**src/rtl/pwm_capture.sv**
```systemverilog
// Purpose: measures period and high time of an asynchronous PWM input in clk cycles.
// Latency: valid pulses SYNC_STAGES cycles after pwm_in is first sampled high at a rising edge.
// Backpressure: none; valid is a single-cycle strobe and results hold until the next update.
module pwm_capture #(
    parameter int CNT_W       = 8,
    parameter int SYNC_STAGES = 2
) (
    input  logic             clk,
    input  logic             rst,
    input  logic             en,
    input  logic             pwm_in,
    output logic [CNT_W-1:0] period_cnt,
    output logic [CNT_W-1:0] high_cnt,
    output logic             valid,
    output logic             overflow,
    output logic             level
);

    localparam logic [CNT_W-1:0] MAXV = '1;
    localparam logic [CNT_W-1:0] ONE  = {{(CNT_W-1){1'b0}}, 1'b1};

    typedef enum logic [1:0] {
        IDLE    = 2'd0,
        MEASURE = 2'd1,
        TIMEOUT = 2'd2
    } state_t;

    state_t             state_q, state_d;
    logic [SYNC_STAGES-1:0] sync_q;
    logic               prev_q;
    logic               s_last;
    logic               rise;
    logic [CNT_W-1:0]   pc_q, pc_d;
    logic [CNT_W-1:0]   hc_q, hc_d;
    logic [CNT_W-1:0]   period_d, high_d;
    logic               valid_d, overflow_d;

    assign s_last = sync_q[SYNC_STAGES-1];
    assign rise   = s_last & ~prev_q;
    assign level  = s_last;

    // Synchronizer chain and edge-detect history; runs regardless of en.
    always_ff @(posedge clk or posedge rst) begin
        if (rst) begin
            sync_q <= '0;
            prev_q <= 1'b0;
        end else begin
            sync_q <= {sync_q[SYNC_STAGES-2:0], pwm_in};
            prev_q <= s_last;
        end
    end

    // State, counters and published results.
    always_ff @(posedge clk or posedge rst) begin
        if (rst) begin
            state_q    <= IDLE;
            pc_q       <= '0;
            hc_q       <= '0;
            period_cnt <= '0;
            high_cnt   <= '0;
            valid      <= 1'b0;
            overflow   <= 1'b0;
        end else begin
            state_q    <= state_d;
            pc_q       <= pc_d;
            hc_q       <= hc_d;
            period_cnt <= period_d;
            high_cnt   <= high_d;
            valid      <= valid_d;
            overflow   <= overflow_d;
        end
    end

    // Next-state logic: a rise closes the current window and opens a new one;
    // a window reaching MAXV without a rise parks in TIMEOUT with overflow set.
    always_comb begin
        state_d    = state_q;
        pc_d       = pc_q;
        hc_d       = hc_q;
        period_d   = period_cnt;
        high_d     = high_cnt;
        valid_d    = 1'b0;
        overflow_d = overflow;

        if (!en) begin
            // Disabled: drop any partial window; published results are kept.
            state_d = IDLE;
            pc_d    = '0;
            hc_d    = '0;
        end else begin
            case (state_q)
                IDLE: begin
                    if (rise) begin
                        pc_d    = ONE;
                        hc_d    = ONE;
                        state_d = MEASURE;
                    end
                end
                MEASURE: begin
                    if (rise) begin
                        // Rise takes priority over the MAXV check, so MAXV is reportable.
                        period_d   = pc_q;
                        high_d     = hc_q;
                        valid_d    = 1'b1;
                        overflow_d = 1'b0;
                        pc_d       = ONE;
                        hc_d       = ONE;
                    end else if (pc_q == MAXV) begin
                        overflow_d = 1'b1;
                        state_d    = TIMEOUT;
                    end else begin
                        pc_d = pc_q + ONE;
                        hc_d = hc_q + {{(CNT_W-1){1'b0}}, s_last};
                    end
                end
                TIMEOUT: begin
                    // Counters frozen; the next rise only re-arms, overflow clears at the next valid.
                    if (rise) begin
                        pc_d    = ONE;
                        hc_d    = ONE;
                        state_d = MEASURE;
                    end
                end
                default: begin
                    state_d = IDLE;
                end
            endcase
        end
    end

endmodule

```
**config.mk**
```make
export PLATFORM = sky130hd
export DESIGN_NAME = pwm_capture
export DESIGN_NICKNAME = d
export VERILOG_FILES = /design/src/rtl/pwm_capture.sv
export SDC_FILE = /design/constraint.sdc
export NUM_CORES = 1
export LEC_CHECK = 0
export CORE_MARGIN = 10
export CORE_UTILIZATION = 58
export CTS_CLUSTER_SIZE = 14
export DETAILED_ROUTE_END_ITERATION = 10
export PLACE_DENSITY = 0.86
export SYNTH_ARGS = -nofsm -noshare
export SYNTH_HDL_FRONTEND = slang
export SYNTH_SLANG_ARGS = --single-unit
```
**constraint.sdc**
```tcl
create_clock -name clk -period 3.6 [get_ports clk]
set_clock_uncertainty 0.05 [all_clocks]
set_input_delay 0.72 -clock clk [delete_from_list [all_inputs] [get_ports clk]]
set_output_delay 0.72 -clock clk [all_outputs]
set_load 0.02 [all_outputs]
```
Word-level counts from Yosys, hierarchy flattened. Index checks and enable logic that the tools add are counted. Widths: inputs -> output; s select.

Add/sub/neg operators: 2. Bitwise operators: 2. Reductions and logical operators: 7. Mux-type cells: 19. Equal/unequal tests: 8.

Operators by type and width (count): $mux 8 (7); $pmux 8 s2 (2); $reduce_and 3->1 (4); $add 8x1->8 (1); $add 8x1->8 const B (1); $eq 8x8->1 const B (1); $mux 2 (4); $ne 3x2->1 const B (2); $ne 3x3->1 const B (2); $mux 1 (5); $ne 4x4->1 const B (1); $pmux 2 s2 (1); $eq 2x1->1 const B (1); $eq 2x2->1 const B (1); $logic_not 2->1 (1); $reduce_bool 2->1 (1); $reduce_or 2->1 (1); $and 1x1->1 (1); $not 1->1 (1).

Input bits: 4. Register bits: 39.

Logic depth before layout (Yosys ltp).
Depth after elaboration: 5. Depth in mapped cells: 6.

Least setup slack after synthesis. Ideal clock, no wire load.

Kind: reg-to-reg. From: reg pc_q[0]. To: reg hc_q[3]. Buffers on the path: 1. Path slack: 1.904 ns. Arrival: 1.565 ns. Required time: 3.468 ns. Cell stages (with the launch flop): 7. Cell sequence: dfrtp_1 -> ha_1 -> and4_1 -> a211oi_4 -> buf_6 -> a41oi_1 -> a31oi_1.

Cells in the longest elaborated chain, start to end: 3.

RTL lines: start: declaration (RTL line 33) `logic [CNT_W-1:0] pc_q, pc_d;`; start signal: assignment (RTL line 65) `pc_q <= pc_d;`; $eq 8x8->1 (RTL line 108) `end else if (pc_q == MAXV) begin`; $ne 4x4->1 (no line); $reduce_and 3->1 (no line); end signal: assignment (RTL line 58) `hc_q <= '0;`; end signal: assignment (RTL line 66) `hc_q <= hc_d;`; end: declaration (RTL line 34) `logic [CNT_W-1:0] hc_q, hc_d;`.

No other way between the ends. A chain may end at the register's enable or synchronous reset.

Final worst setup path.
From: in en. To: reg period_cnt[1].

Cells in the longest elaborated chain, start to end: 1.

RTL lines: start: declaration (RTL line 10) `input logic en,`; $reduce_and 3->1 (no line); end signal: assignment (RTL line 67) `period_cnt <= period_d;`; end: declaration (RTL line 12) `output logic [CNT_W-1:0] period_cnt,`.

No other way between the ends.

==> metrics.md <==
| Metric | Value |
|---|---|
| Average routed wire per standard cell | `16.1 um` |
| Pin slew with the least headroom to its limit | `519 ps` |
| Count of placed standard cells including taps | `214` |
| Root buffer selected by CTS | `sky130_fd_sc_hd__clkbuf_4` |
| End of the worst register-to-register path | `pc_q[3]` |
| Detailed Route Iter0 Violations | `96` |
| Ordered cell list for the critical path | `clkdlybuf4s50_1, nand3b_4, nor2_4, mux2_2` |
| Number of max-cap violations | `0` |
| Number of buffers added to fix hold violations after cts | `0` |
| Clock period minus worst slack | `2200 ps` |
| Worst vdd rail ir drop | `0.000383 V` |
| RD Place Congestion | `0.771` |
| Required time at the worst-slack endpoint | `3780 ps` |
| Number of antenna violations at the first check in global routing | `0` |
| Total overflow reported by the global router | `0` |
| Synthesized area | `1830 um^2` |
| Cell internal pwr | `0.703 mW` |
| Flop and latch count out of synthesis | `39` |
| Post-CTS Resized | `0` |
| Worst path slowest cell | `sky130_fd_sc_hd__clkdlybuf4s50_1` |
| Number of instances on the worst hold path | `0` |
| Final Instance Area | `2150 um^2` |
| Global routing met1 resource utilization | `14.1%` |
| Via-per-instance ratio | `5.98` |
| Final routed DRC violation total | `0` |
| Register area | `976 um^2` |
| Level count of the clock H-tree | `2` |
| Global-route wire length before repair | `5980 um` |
| Clock-pin slew of the registers on the worst-case setup and hold paths | `120 ps` |
| Switching pwr | `0.199 mW` |
| Standard-cell row count | `20` |
| Total cell area at the placement stage | `2050 um^2` |
| RSZ-0062 raised after global routing | `no` |
| Slack of the worst reg-to-reg path | `1480 ps` |
| Largest net degree at the start of global routing | `40` |
| Sequential share of the synthesized area | `53.5%` |
| Total negative setup slack | `0 ps` |
| Vert. Die Dim | `76.1 um` |
| CP max FO | `18` |
| Data arrival time at the worst-slack endpoint | `2390 ps` |
| Reg-to-reg startpoint | `pc_q[0]` |
| Post-CTS setup buffer count | `0` |
| Busiest layer in global routing | `met2` |
| CTS Buf Count | `5` |
| Fill count | `229` |
| Path class of the lowest-slack min-delay path | `flop to flop` |
| Vias in the first global route | `1277` |
| Core area | `3030 um^2` |
| Overall Global Routing Usage | `12.4%` |
| Finished Layout Cells | `222` |
| End point of the critical path | `period_cnt[1]` |
| Max Clock Freq | `454 MHz` |
| Clock Power Share | `39.8%` |
| Num ports | `23` |
| R2R cell count | `5` |
| Type of element capturing the critical path | `flop` |
| Initial Utilization | `60.3%` |
| Seq pwr share | `51.4%` |
| Initial DRT Pass Iterations | `4` |
| Layout cells sized above 1 | `20.2%` |
| Layout Utilization | `71.0%` |
| Clock insertion delay at the later pin of the skew report | `350 ps` |
| Worst setup path class | `input port to flop` |
| Final-report setup violation count | `0` |
| Warning count from the yosys run | `0` |
| Portion of total power attributed to combinational logic | `8.9%` |
| Total power density per cell area | `420 nW/um^2` |
| Total nets after synthesis | `160` |
| Met3 track utilization from global routing | `5.66%` |
| Top library cells by usage in the layout, fill and taps aside | `sky130_fd_sc_hd__dfrtp_1, sky130_fd_sc_hd__clkdlybuf4s50_1, sky130_fd_sc_hd__mux2_2` |
| Area added between synthesis and finish | `17.7%` |
| Most common cell after layout, fill and taps aside | `sky130_fd_sc_hd__dfrtp_1` |
| Switching Share | `22.1%` |
| Vias | `1327` |
| Post-Syn Area per Cell | `11.9 um^2` |
| Leak Pwr | `0.957 nW` |
| Total count of max-transition violations in the final report | `0` |
| Count of antenna diodes in the layout | `0` |
| Kind of launch point of the worst setup path | `input port` |
| Count of port buffers added during placement | `22` |
| Number of instances in the synthesized netlist | `153` |
| Post-route clock period utilization | `61.2%` |
| Number of library cell types mapped by synthesis | `32` |
| Sink count of the clock tree | `39` |
| Clock tree from TritonCTS | `built` |
| Floorplan die width | `76.1 um` |
| Post-route antenna net violation count | `0` |
| Global-route track usage on met2 | `19.6%` |
| Post-DP HPWL | `2510 um` |
| Clock tree buffer depth | `2` |
| Area used by multi-input combinational logic | `773 um^2` |
| Final hold slack | `314 ps` |
| Highest cell delay on the worst timing path | `680 ps` |
| Final count of hold timing violations | `0` |
| Final net count | `184` |
| Remaining max-slew budget at the tightest pin | `65.3%` |
| Result of the run | `completed` |
| WL final | `3580 um` |
| CP startpoint | `en` |
| Die area | `5790 um^2` |
-- cell usage after synthesis --
| library cell | number | area (um^2) |
|---|---|---|
| sky130_fd_sc_hd__dfrtp_1 | 39 | 976 |
| sky130_fd_sc_hd__mux2_2 | 17 | 191 |
| sky130_fd_sc_hd__and3_1 | 3 | 18.8 |
| sky130_fd_sc_hd__a41oi_1 | 5 | 43.8 |
| sky130_fd_sc_hd__and4_1 | 1 | 8.76 |
| sky130_fd_sc_hd__nand3b_4 | 1 | 20.0 |
| sky130_fd_sc_hd__a211oi_4 | 1 | 20.0 |
| sky130_fd_sc_hd__and3_2 | 3 | 22.5 |
| sky130_fd_sc_hd__nor2_2 | 1 | 6.26 |
| sky130_fd_sc_hd__nand4_1 | 3 | 18.8 |
| sky130_fd_sc_hd__ha_1 | 3 | 37.5 |
| sky130_fd_sc_hd__nor3_1 | 1 | 5.00 |
| sky130_fd_sc_hd__o221a_2 | 1 | 11.3 |
| sky130_fd_sc_hd__buf_6 | 5 | 56.3 |
| sky130_fd_sc_hd__nor3b_1 | 1 | 7.51 |
| sky130_fd_sc_hd__nor2_4 | 1 | 11.3 |
| sky130_fd_sc_hd__o21ai_0 | 6 | 30.0 |
| sky130_fd_sc_hd__a21oi_1 | 7 | 35.0 |
| sky130_fd_sc_hd__o211a_1 | 1 | 10.0 |
| sky130_fd_sc_hd__nor2_1 | 6 | 22.5 |
| sky130_fd_sc_hd__buf_2 | 1 | 5.00 |
| sky130_fd_sc_hd__mux2i_1 | 2 | 20.0 |
| sky130_fd_sc_hd__nand3_1 | 6 | 30.0 |
| sky130_fd_sc_hd__inv_1 | 4 | 15.0 |
| sky130_fd_sc_hd__nand2_1 | 14 | 52.6 |
| sky130_fd_sc_hd__a221o_2 | 1 | 11.3 |
| sky130_fd_sc_hd__o211ai_4 | 1 | 21.3 |
| sky130_fd_sc_hd__nor2b_1 | 1 | 6.26 |
| sky130_fd_sc_hd__o31a_2 | 1 | 10.0 |
| sky130_fd_sc_hd__and2b_1 | 1 | 7.51 |
| sky130_fd_sc_hd__a31oi_1 | 11 | 68.8 |
| sky130_fd_sc_hd__nand2b_1 | 4 | 25.0 |
-- cell families after synthesis --
logic type / Yosys count / synth area share [%]
and+or+nand+nor: 47 / 14.4
DFF: 39 / 53.5
AOI/OAI and AO/OA: 35 / 14.3
muxes: 19 / 11.6
buffers and inverters: 10 / 4.18
adders and majority gates: 3 / 2.06
-- power groups by stage --
stage / registers (mW) / clock network (mW) / logic [mW]
floorplan: 0.477 / 0 / 0.0452
global placement: 0.471 / 0 / 0.0782
detailed placement: 0.472 / 0 / 0.0810
CTS: 0.463 / 0.368 / 0.0813
global route: 0.465 / 0.385 / 0.0864
finish: 0.463 / 0.359 / 0.0799
-- stage by stage --
stage	power, mW	setup WS (ps)
after floorplan	0.523	1900
after global placement	0.549	1100
after detailed placement	0.553	1030
after CTS	0.912	1410
after global routing	0.936	1350
final	0.902	1400
-- area by class of cell --
| cell class | count | area share [%] |
|---|---|---|
| clock buffers | 6 | 1.92 |
| multi-input cells | 104 | 36.0 |
| repair buffers | 23 | 10.6 |
| flip-flops and latches | 39 | 45.4 |
| inverters | 4 | 0.699 |
| clock inverters | 2 | 2.80 |
| well taps | 44 | 2.56 |
-- per-layer routing --
layer	share of wire, %	wire length (um)
met3	9.1	324
met1	40	1420
met4	1.7	61
met2	50	1770
met5	0	0
-- worst min path at each step --
stage	startpoint	to
global route	sync_q[0]	sync_q[1]
detailed placement	sync_q[0]	sync_q[1]
CTS	sync_q[0]	sync_q[1]
global placement	sync_q[0]	sync_q[1]
floorplan	sync_q[0]	sync_q[1]
finish	sync_q[0]	sync_q[1]
-- flip-flops by register name, indices dropped and copies added, names as in the netlist --
name,cells
state_q,2
period_cnt,8
prev_q,1
overflow,1
sync_q,2
hc_q,8
high_cnt,8
valid,1
pc_q,8
-- critical path: cells and delay by family --
family / cells / cell delay [ps]
buffers and inverters: 1 / 680
AND/OR/NAND/NOR: 2 / 580
multiplexers: 1 / 400
Note: power is estimated with default switching activity, not from simulation.
